<file path="config.mk">
export PLATFORM = sky130hd
export DESIGN_NAME = writeback_unit
export DESIGN_NICKNAME = d
export VERILOG_FILES = /design/src/rtl/writeback_unit.sv
export SDC_FILE = /design/constraint.sdc
export NUM_CORES = 1
export LEC_CHECK = 0
export ABC_AREA = 1
export CORE_ASPECT_RATIO = 1.5
export CORE_MARGIN = 1
export CORE_UTILIZATION = 30
export DETAILED_ROUTE_END_ITERATION = 12
export GPL_ROUTABILITY_DRIVEN = 0
export PLACE_DENSITY_LB_ADDON = 0.12
export SYNTH_ARGS = -nofsm -noshare
export SYNTH_HDL_FRONTEND = slang
export SYNTH_SLANG_ARGS = --single-unit
</file>
<file path="constraint.sdc">
create_clock -name clk -period 3.6 [get_ports clk]
set_input_delay 0.72 -clock clk [delete_from_list [all_inputs] [get_ports clk]]
set_output_delay 0.72 -clock clk [all_outputs]
set_load 0.02 [all_outputs]
</file>
<file path="src/rtl/writeback_unit.sv">
// ---------------------------------------------------------------------------------------------
// writeback_unit
//   Write side of the register file. Merges memory-load results and ALU results onto the single
//   bank write port. Memory results always win; ALU results wait in a small FIFO when the port is
//   taken and fall straight through when the FIFO is empty and memory is idle. Writes to r0 are
//   consumed but never raise We.
//
//   Optional build macro: WB_BYPASS_EN adds a combinational forwarding lookup
//   (byp_addr / byp_hit / byp_data) over the live FIFO entries and the registered write.
//
// Ports
//   clk, reset                  clock, asynchronous active-low reset
//   alu_valid/alu_ready         ALU result handshake; alu_addr/alu_data carry the result
//   mem_valid                   load result present (always accepted); mem_addr/mem_data
//   addr_rd, rd, We             registered bank write port
//   busy                        FIFO non-empty or a write is on the port
//   byp_addr, byp_hit, byp_data forwarding lookup (WB_BYPASS_EN only)
// ---------------------------------------------------------------------------------------------
module writeback_unit #(
    parameter int unsigned REG_ADDRESS_SIZE = 5,
    parameter int unsigned REG_SIZE         = 32,
    parameter int unsigned ALU_FIFO_DEPTH   = 2
) (
    input  logic                        clk,
    input  logic                        reset,
    input  logic                        alu_valid,
    output logic                        alu_ready,
    input  logic [REG_ADDRESS_SIZE-1:0] alu_addr,
    input  logic [REG_SIZE-1:0]         alu_data,
    input  logic                        mem_valid,
    input  logic [REG_ADDRESS_SIZE-1:0] mem_addr,
    input  logic [REG_SIZE-1:0]         mem_data,
    output logic [REG_ADDRESS_SIZE-1:0] addr_rd,
    output logic [REG_SIZE-1:0]         rd,
    output logic                        We,
`ifdef WB_BYPASS_EN
    input  logic [REG_ADDRESS_SIZE-1:0] byp_addr,
    output logic                        byp_hit,
    output logic [REG_SIZE-1:0]         byp_data,
`endif
    output logic                        busy
);

    localparam int unsigned PTR_W = (ALU_FIFO_DEPTH > 1) ? $clog2(ALU_FIFO_DEPTH) : 1;
    localparam int unsigned CNT_W = $clog2(ALU_FIFO_DEPTH + 1);

    logic [REG_ADDRESS_SIZE-1:0] fifo_addr [ALU_FIFO_DEPTH];
    logic [REG_SIZE-1:0]         fifo_data [ALU_FIFO_DEPTH];

    logic [PTR_W-1:0] wr_ptr_q, rd_ptr_q;
    logic [CNT_W-1:0] count_q;

    logic                        fifo_empty;
    logic                        accept;
    logic                        push;
    logic                        pop;
    logic                        fall_through;
    logic [REG_ADDRESS_SIZE-1:0] addr_d;
    logic [REG_SIZE-1:0]         rd_d;
    logic                        we_d;

    always_comb begin
        fifo_empty   = (count_q == '0);
        // Ready depends only on the registered count: a pop never frees a slot the same cycle.
        alu_ready    = (count_q < CNT_W'(ALU_FIFO_DEPTH));
        accept       = alu_valid & alu_ready;
        pop          = !mem_valid && !fifo_empty;
        fall_through = !mem_valid && fifo_empty && accept;
        push         = accept && !fall_through;

        addr_d = addr_rd;
        rd_d   = rd;
        we_d   = 1'b0;
        if (mem_valid) begin
            addr_d = mem_addr;
            rd_d   = mem_data;
            we_d   = (mem_addr != '0);
        end else if (pop) begin
            addr_d = fifo_addr[rd_ptr_q];
            rd_d   = fifo_data[rd_ptr_q];
            we_d   = (fifo_addr[rd_ptr_q] != '0);
        end else if (fall_through) begin
            addr_d = alu_addr;
            rd_d   = alu_data;
            we_d   = (alu_addr != '0);
        end

        busy = !fifo_empty || We;
    end

    always_ff @(posedge clk or negedge reset) begin
        if (!reset) begin
            wr_ptr_q <= '0;
            rd_ptr_q <= '0;
            count_q  <= '0;
            addr_rd  <= '0;
            rd       <= '0;
            We       <= 1'b0;
        end else begin
            // Depth is a power of two, so pointers wrap by natural overflow.
            if (push) wr_ptr_q <= wr_ptr_q + PTR_W'(1);
            if (pop)  rd_ptr_q <= rd_ptr_q + PTR_W'(1);
            if (push && !pop) begin
                count_q <= count_q + CNT_W'(1);
            end else if (!push && pop) begin
                count_q <= count_q - CNT_W'(1);
            end
            addr_rd <= addr_d;
            rd      <= rd_d;
            We      <= we_d;
        end
    end

    // Storage needs no reset: entries are only read while counted as live.
    always_ff @(posedge clk) begin
        if (push) begin
            fifo_addr[wr_ptr_q] <= alu_addr;
            fifo_data[wr_ptr_q] <= alu_data;
        end
    end

`ifdef WB_BYPASS_EN
    logic [PTR_W-1:0] byp_idx;

    // Scan oldest to youngest so the youngest match overwrites earlier ones.
    always_comb begin
        byp_hit  = 1'b0;
        byp_data = '0;
        byp_idx  = '0;
        if (We && (addr_rd == byp_addr)) begin
            byp_hit  = 1'b1;
            byp_data = rd;
        end
        for (int unsigned i = 0; i < ALU_FIFO_DEPTH; i++) begin
            byp_idx = rd_ptr_q + PTR_W'(i);
            if ((CNT_W'(i) < count_q) && (fifo_addr[byp_idx] == byp_addr)) begin
                byp_hit  = 1'b1;
                byp_data = fifo_data[byp_idx];
            end
        end
        if (byp_addr == '0) begin
            byp_hit  = 1'b0;
            byp_data = '0;
        end
    end
`else
    // No forwarding lookup in this build.
`endif

endmodule

</file>
==> results.yml <==
finish:
  drive_gt1_share_pct: 7.73
  nets: 700
  finish.utilization_pct: 43.1
  areaGrowthSynthToFinish_pct: 40.5
  n_antenna_cell: 0
  nFillCells: 1597
  final_area_um2: 6940
die:
  die_width_um: 107
  core_area_um2: 16100
  die_area_um2: 17000
  die_height_um: 159
  start_util_pct: 30.7
  rows: 57
  io_pins: 118
sta:
  finalMaxSlewViolations: 0
  setup_slack_ps: 1160
  hold_viol_final: 0
  relSlewSlack_pct: 28.2
  period_needed_ps: 2440
  fmax_ghz: 0.409
  tightest_slew_ps: 1080
  setup_viol: 0
  setup-tns-final_ps: 0
  rsz0062_at_grt: "false"
  fin_skew_ps: 9.46
  fin_crit_sh_pct: 67.9
hold_path:
  min_path_type: "flip-flop to flip-flop"
  hold_path_depth: 2
  holdPathEnd: "addr_rd[0]"
  worstHoldStart: "addr_rd[0]"
cts:
  cts_hold_buf: 0
  insertion_delay_ps: 410
  cts_made_buffers: 17
  cts_resized: 0
  clock_sinks: 116
  cts_tree: "built"
  post_cts_buffers: 0
  clock_path_buffers: 2
  clk_pin_slew_ps: 50
  cts-htree-levels: 4
  cts-root-buf: "clkbuf_16"
synthesis:
  ys_top_cells_by_area: "edfxtp_1 45%, dfrtp_1 21%, nand2_1 18%"
  yosysSeqAreaShare_pct: 66.2
  syn_nets: 583
  synth_largest_area_cell: "edfxtp_1"
  synth_top_flop_cell: "edfxtp_1"
  async_flop_share_pct: 36.2
  ys_types: 25
  synth-edff-count: 74
  postSynthCellCount: 504
  ys.warnings.count: 0
  synth-seq-cells: 116
  syn_area_um2: 4940
  synth_area_per_cell_um2: 9.80
  synth_top_area_share_pct: 45.0
routing:
  first_pass_iters: 4
  ant_nets: 0
  drcViolationCount: 0
  vias_per_cell: 4.69
  drt_iter0_drc: 188
  routed_wl_um: 14100
  vias: 3939
  wire_per_inst_um: 16.8
global_route:
  grt-ovfl-total: 0
  grt_pass1_vias: 4154
  grt_pass1_wl_um: 22600
  track_usage_pct: 17.8
  antenna_found_initial: 0
  grt_max_degree: 43
worst_setup_path:
  r2r.worst_path.cells: 7
  arrival_ps: 2770
  worst-r2r-setup-slack_ps: 1410
  rr_endpoint: "rd[15]"
  crit-reg2reg-launch: "count_q[0]"
  end_kind: "flip-flop"
  crit_type: "input pin to flip-flop"
  crit_fanout: 25
  startpoint_type: "input pin"
  crit_required_ps: 3920
place:
  hpwl_um: 8730
  place_area_um2: 6290
  pre_cts_slack_ps: 726
  port_buffers: 117
pwr:
  powerDensity_nw_per_um2: 803
  irDropWorstVdd_v: 0.000338
  p_leak_uw: 0.00286
job:
  maxCapViolations: 0
run_status:
  outcome: "finished, final reports clean"
synthesized netlist by cell type, types with 2 or more instances:
| master | instances |
|---|---|
| a21oi_1 | 2 |
| a31oi_1 | 19 |
| buf_2 | 13 |
| buf_4 | 2 |
| buf_6 | 3 |
| clkbuf_1 | 7 |
| dfrtp_1 | 42 |
| edfxtp_1 | 74 |
| inv_1 | 8 |
| inv_2 | 3 |
| nand2_1 | 235 |
| nand3_1 | 17 |
| nor2_1 | 36 |
| o21ai_0 | 31 |
| xor2_1 | 2 |
logic make-up after synthesis:
family | Yosys count | synth area share (%)
xor+xnor | 3 | 0.532
simple gates | 293 | 23.2
fa+ha+maj | 1 | 0.253
buf+inv | 37 | 3.80
flops | 116 | 66.2
compound gates | 54 | 6.00
where the power goes:
part           internal, uW  switching, uW  total, uW
Clock                  1280            581       1860
Combinational           667           1070       1740
Sequential             1800            178       1980
Total                  3740           1830       5570
sequential cells by signal, summed over array words and instances, names as in the netlist:
signal     count
We             1
addr_rd        5
count_q        2
fifo_addr     10
fifo_data     64
rd            32
rd_ptr_q       1
wr_ptr_q       1
stage by stage:
stage,hold slack [ps],cells,power (uW)
6_report,477,840,5570
5_1_grt,491,840,5890
4_1_cts,481,840,5650
3_5_place_dp,467,808,3780
3_3_place_gp,466,808,3750
2_1_floorplan,424,504,2950
worst max path at each step:
stage / start / end / slack [ps]
final: alu_valid / rd[15] / 1160
after global routing: alu_valid / rd[20] / 970
after CTS: alu_valid / rd[15] / 1140
after detailed placement: alu_valid / rd[15] / 730
after global placement: alu_valid / rd[5] / 760
after floorplan: mem_valid / fifo_addr[1][0] / 450
placed cells by master (no fill, tap or decap), types with 3 or more instances in the layout:
cell type and instances:
inv_1 8, dfrtp_1 41, clkinv_2 4, o21ai_0 31, clkdlybuf4s50_1 115, clkbuf_16 17, edfxtp_1 74, nand2_1 235
clkbuf_8 3, nor2_4 4, bufinv_16 5, buf_4 6, nand3_1 17, a31oi_1 19, nor2_1 33, inv_2 3
worst max-delay path, cell delays in order:
cell,delay [ps]
clkdlybuf4s50_1,450
inv_1,530
nand2_2,480
inv_2,410
nand2_1,90
o21ai_0,90
routing by layer:
layer  global-route usage [%]  share of wire, %  vias up
li1                         -                 -     1898
met1                     21.6                41     1900
met2                     30.2                52      121
met3                     3.72               4.9       20
met4                     7.35               2.1        0
met5                        0                 0        -
cell type report:
| type | count | area, um^2 | area share, % |
|---|---|---|---|
| sequential | 116 | 3270 | 47.2 |
| multi-input combinational | 351 | 1500 | 21.7 |
| timing repair buffer | 123 | 1210 | 17.4 |
| clock buffer | 22 | 474 | 6.83 |
| tap | 206 | 258 | 3.71 |
| clock inverter | 10 | 178 | 2.56 |
| inverter | 12 | 47.5 | 0.685 |
Note: power is estimated with default switching activity, not from simulation.
==> patch 1 (config.mk and constraints unchanged) <==
Take the reset off `addr_rd` and load it in a clocked block of its own.
--- a/src/rtl/writeback_unit.sv
+++ b/src/rtl/writeback_unit.sv
@@ -94,5 +94,4 @@
             rd_ptr_q <= '0;
             count_q  <= '0;
-            addr_rd  <= '0;
             rd       <= '0;
             We       <= 1'b0;
@@ -106,8 +105,11 @@
                 count_q <= count_q - CNT_W'(1);
             end
-            addr_rd <= addr_d;
             rd      <= rd_d;
             We      <= we_d;
         end
+    end
+
+    always_ff @(posedge clk) begin
+        addr_rd <= addr_d;
     end
 
Function: changed (a bounded check fails within 4 cycles, from zero or initial values and one cycle with reset low).
==> patch 1 against the original RTL <==
Count of clock-buffer cells in the layout fell by 2; wire length shrank 6.5%; worst setup slack improved by 0.052 ns; register-to-register slack got worse by 0.03 ns; power fell by 5.6%; fmax up 2.2%; synthesized area up 2.0%; final area increased by 0.14%; sequential cell count unchanged.
==> patch 1: results (changes against the original RTL) <==
* Cell with the largest stage delay on the worst path: sky130_fd_sc_hd__clkdlybuf4s50_1
- Headroom to the max-slew limit: 35.1% (+6.9 points)
- The global-route track usage on met1 is 17.9% (-3.7 points).
- Sink of the worst hold path: rd[18]
- The total of plain and repair buffers excluding clock buffers was 122 (-0.81%).
- Placed cell area: 6390 um2 (+1.6%)
- The number of DRC violations after detailed-routing iteration 0 came to 140 (-26%).
* Worst hold slack: 0.474 ns (-0.00289 ns)
- The worst path setup slack after routing was 1.21 ns (+0.0525 ns).
- Number of clock buffer instances in the layout: 20 (-9.1%)
- The number of inverters outside the clock class in the layout is 24 (+12).
* Filler cell count in the final layout: 1566 (-1.9%)
- Sorting the synthesized cells by how often they occur yields sky130_fd_sc_hd__nand2_1 (233), sky130_fd_sc_hd__edfxtp_1 (79), sky130_fd_sc_hd__dfrtp_1 (37).
- The run finished with clean final reports.
- The via total after detailed routing came to 3819 (-3.0%).
- In this run the most critical hold path is launched from rd[18].
- Detailed-routed wire length on met2: 7.15 mm (-1.8%)
- Largest net degree at the start of global routing: 40 (-7.0%)
- Leakage: 2.92 nW (+1.9%)
- Maximum single-stage delay on the critical path: 0.55 ns (+0.02 ns)
* Average wire per standard cell: 15.5 um (-7.8%)
* Proportion of final cell area spent on non-clock buffers: 17.4% (+0.047 points)
- Fin nets: 712 (+1.7%)
- The first-pass GRT wire length is 20.9 mm (-7.4%).
- The number of global-route vias before repair is 3958 (-4.7%).
- The data arrival time at the worst-slack endpoint was 1.67 ns (-1.10 ns).
- The pre-CTS setup slack came to 0.763 ns (+0.0367 ns).
- The proportion of synthesized flip-flops having asynchronous set or reset came to 31.9% (-4.3 points).
- Overall fraction of global-route tracks in use: 16.3% (-1.5 points)
* Largest cells by area after synthesis: sky130_fd_sc_hd__edfxtp_1 (47%), sky130_fd_sc_hd__dfrtp_1 (18%), sky130_fd_sc_hd__nand2_1 (17%)
* Highest ir drop seen on vdd: 0.321 mV (-5.0%)
==> patch 1: cell types whose count changed after synthesis, sizes merged, moves of 5 or more <==
| cell | before | now |
|---|---|---|
| edfxtp | 74 | 79 |
| a21oi | 2 | 13 |
| o21ai | 32 | 24 |
| inv | 12 | 24 |
| a31oi | 19 | 0 |
| dfrtp | 42 | 37 |
| a21boi | 0 | 12 |
| or2 | 0 | 5 |
==> patch 1: logic make-up after synthesis <==
| logic type | Yosys count | share of synthesized area [%] |
|---|---|---|
| and+or+nand+nor | 295 | 23.2 |
| DFF | 116 | 65.5 |
| AOI/OAI and AO/OA | 53 | 6.06 |
| buffers and inverters | 47 | 4.47 |
| xor gates and xnor gates | 3 | 0.522 |
| adders and majority gates | 1 | 0.248 |
==> patch 1: where the power goes <==
part	switching, mW	total (mW)	leakage (nW)	internal (mW)
sequential	0.159	1.97	1.17	1.81
clock	0.570	1.59	0.266	1.02
combinational	1.03	1.69	1.48	0.668
total	1.75	5.26	2.92	3.50
==> patch 2 (config.mk and constraints unchanged) <==
Without the edit above. Set the parameter `REG_SIZE` to 16 (it was 32).
--- a/src/rtl/writeback_unit.sv
+++ b/src/rtl/writeback_unit.sv
@@ -19,5 +19,5 @@
 module writeback_unit #(
     parameter int unsigned REG_ADDRESS_SIZE = 5,
-    parameter int unsigned REG_SIZE         = 32,
+    parameter int unsigned REG_SIZE         = 16,
     parameter int unsigned ALU_FIFO_DEPTH   = 2
 ) (
Interface: changed (resized alu_data, mem_data and rd); port bits go from 118 to 70. The function was not compared with the original's and may differ.
==> patch 2 against the original RTL <==
Sequential cell count decreased by 48; sequential power decreased by 39%; largest cell class unchanged; clock skew decreased by 0.0038 ns; critical path type unchanged; synthesized area decreased by 40%; wire length decreased by 45%; final area decreased by 40%; worst hold slack improved by 0.0088 ns; power decreased by 40%; worst setup slack improved by 0.12 ns; first-iteration DRC count decreased by 31%; combinational power decreased by 42%; count of clock-buffer cells in the layout decreased by 13; largest power group unchanged.
==> patch 2: results (changes against the original RTL) <==
- IO Port Bufs: 69 (-41%)
* Via count of the first global-routing pass: 2430 (-42%)
- Placed cell area: 3750 um2 (-40%)
- CP Max Fanout: 22 (-12%)
* Overall fraction of global-route tracks in use: 16.6% (-1.1 points)
- Leakage: 1.75 nW (-39%)
* Depth of the CTS H-tree: 3 (-1)
* Placed wire-length estimate after detailed placement: 4.92 mm (-44%)
* Worst r2r src: rd_ptr_q
* Inserted Clock Buffers: 9 (-8)
* Cell with the largest stage delay on the worst path: sky130_fd_sc_hd__clkdlybuf4s50_1
- Clock insertion delay at the later pin of the skew report: 0.34 ns (-0.07 ns)
- Filler cell count in the final layout: 911 (-43%)
- Largest net degree at the start of global routing: 27 (-37%)
- The via total after detailed routing came to 2305 (-41%).
* Largest cells by area after synthesis: sky130_fd_sc_hd__edfxtp_1 (43%), sky130_fd_sc_hd__dfrtp_1 (22%), sky130_fd_sc_hd__nand2_1 (17%)
- Fin nets: 428 (-39%)
* Transition at the pin with the smallest max-transition slack: 1.02 ns (-0.0581 ns)
* Seq/Total Area, Yosys: 64.9% (-1.4 points)
- Hold Startpoint: rd[6]
- The number of enable-type register cells in the synthesized netlist came to 42 (-43%).
- Launch point of the worst path: mem_valid
- The largest registers in the layout are fifo_data (32), rd (16), fifo_addr (10).
- Ranked by instance count, the synthesized netlist is headed by sky130_fd_sc_hd__nand2_1 (137), sky130_fd_sc_hd__edfxtp_1 (42), sky130_fd_sc_hd__nor2_1 (28).
* Run status: complete, no violations
- Net count of the mapped netlist: 356 (-39%)
* Worst Clk Skew: 0.00563 ns (-0.00383 ns)
- Drt first-iter violations: 130 (-31%)
- First-pass GRT wire length: 12.5 mm (-45%)
==> patch 2: power by group <==
| part | switching (mW) | internal, mW | total [mW] |
|---|---|---|---|
| combinational | 0.592 | 0.414 | 1.01 |
| sequential | 0.157 | 1.05 | 1.21 |
| clock | 0.335 | 0.815 | 1.15 |
==> patch 2: area by class of cell <==
class / instances / share of cell area (%)
repair buffers: 74 / 17.6
inverters: 13 / 1.18
clock inverters: 7 / 3.93
clock buffers: 9 / 5.44
well taps: 112 / 3.38
multi-input cells: 215 / 22.3
flip-flops and latches: 68 / 46.2
==> patch 2: logic make-up (layout without fill, tap and decap cells) <==
logic type	Yosys count	count (layout)	share of synthesized area, %
flops	68	68	64.9
fa+ha+maj	1	1	0.425
compound gates	30	30	5.61
simple gates	181	181	24.3
buf+inv	26	103	3.91
xor+xnor	3	3	0.892
==> patch 2: layer usage <==
metal | track usage (%) | wire [um]
met3 | 2.80 | 386
met1 | 19.2 | 3270
met4 | 9.38 | 122
met2 | 29.4 | 4000
met5 | 0 | 0
==> patch 2: path summary, 6_finish.rpt <==
kind                               to  slack (ns)  cells after the start
setup reg to reg                   We        1.39                      7
hold / removal                  rd[6]        0.49                      2
max in group asynchronous      rd[12]        2.56                      2
hold reg to reg                 rd[6]        0.49                      2
min in group asynchronous      rd[14]        0.77                      2
setup / recovery           count_q[1]        1.28                     10
==> patch 2: per-stage QoR <==
stage	hold WS, ns	util, %	power (mW)	cells
finish	0.486	44.0	3.37	498
global route	0.519	44.0	3.55	498
CTS	0.485	44.0	3.40	498
detailed placement	0.470	39.9	2.24	482
global placement	0.471	39.9	2.24	482
floorplan	0.424	-	1.78	309
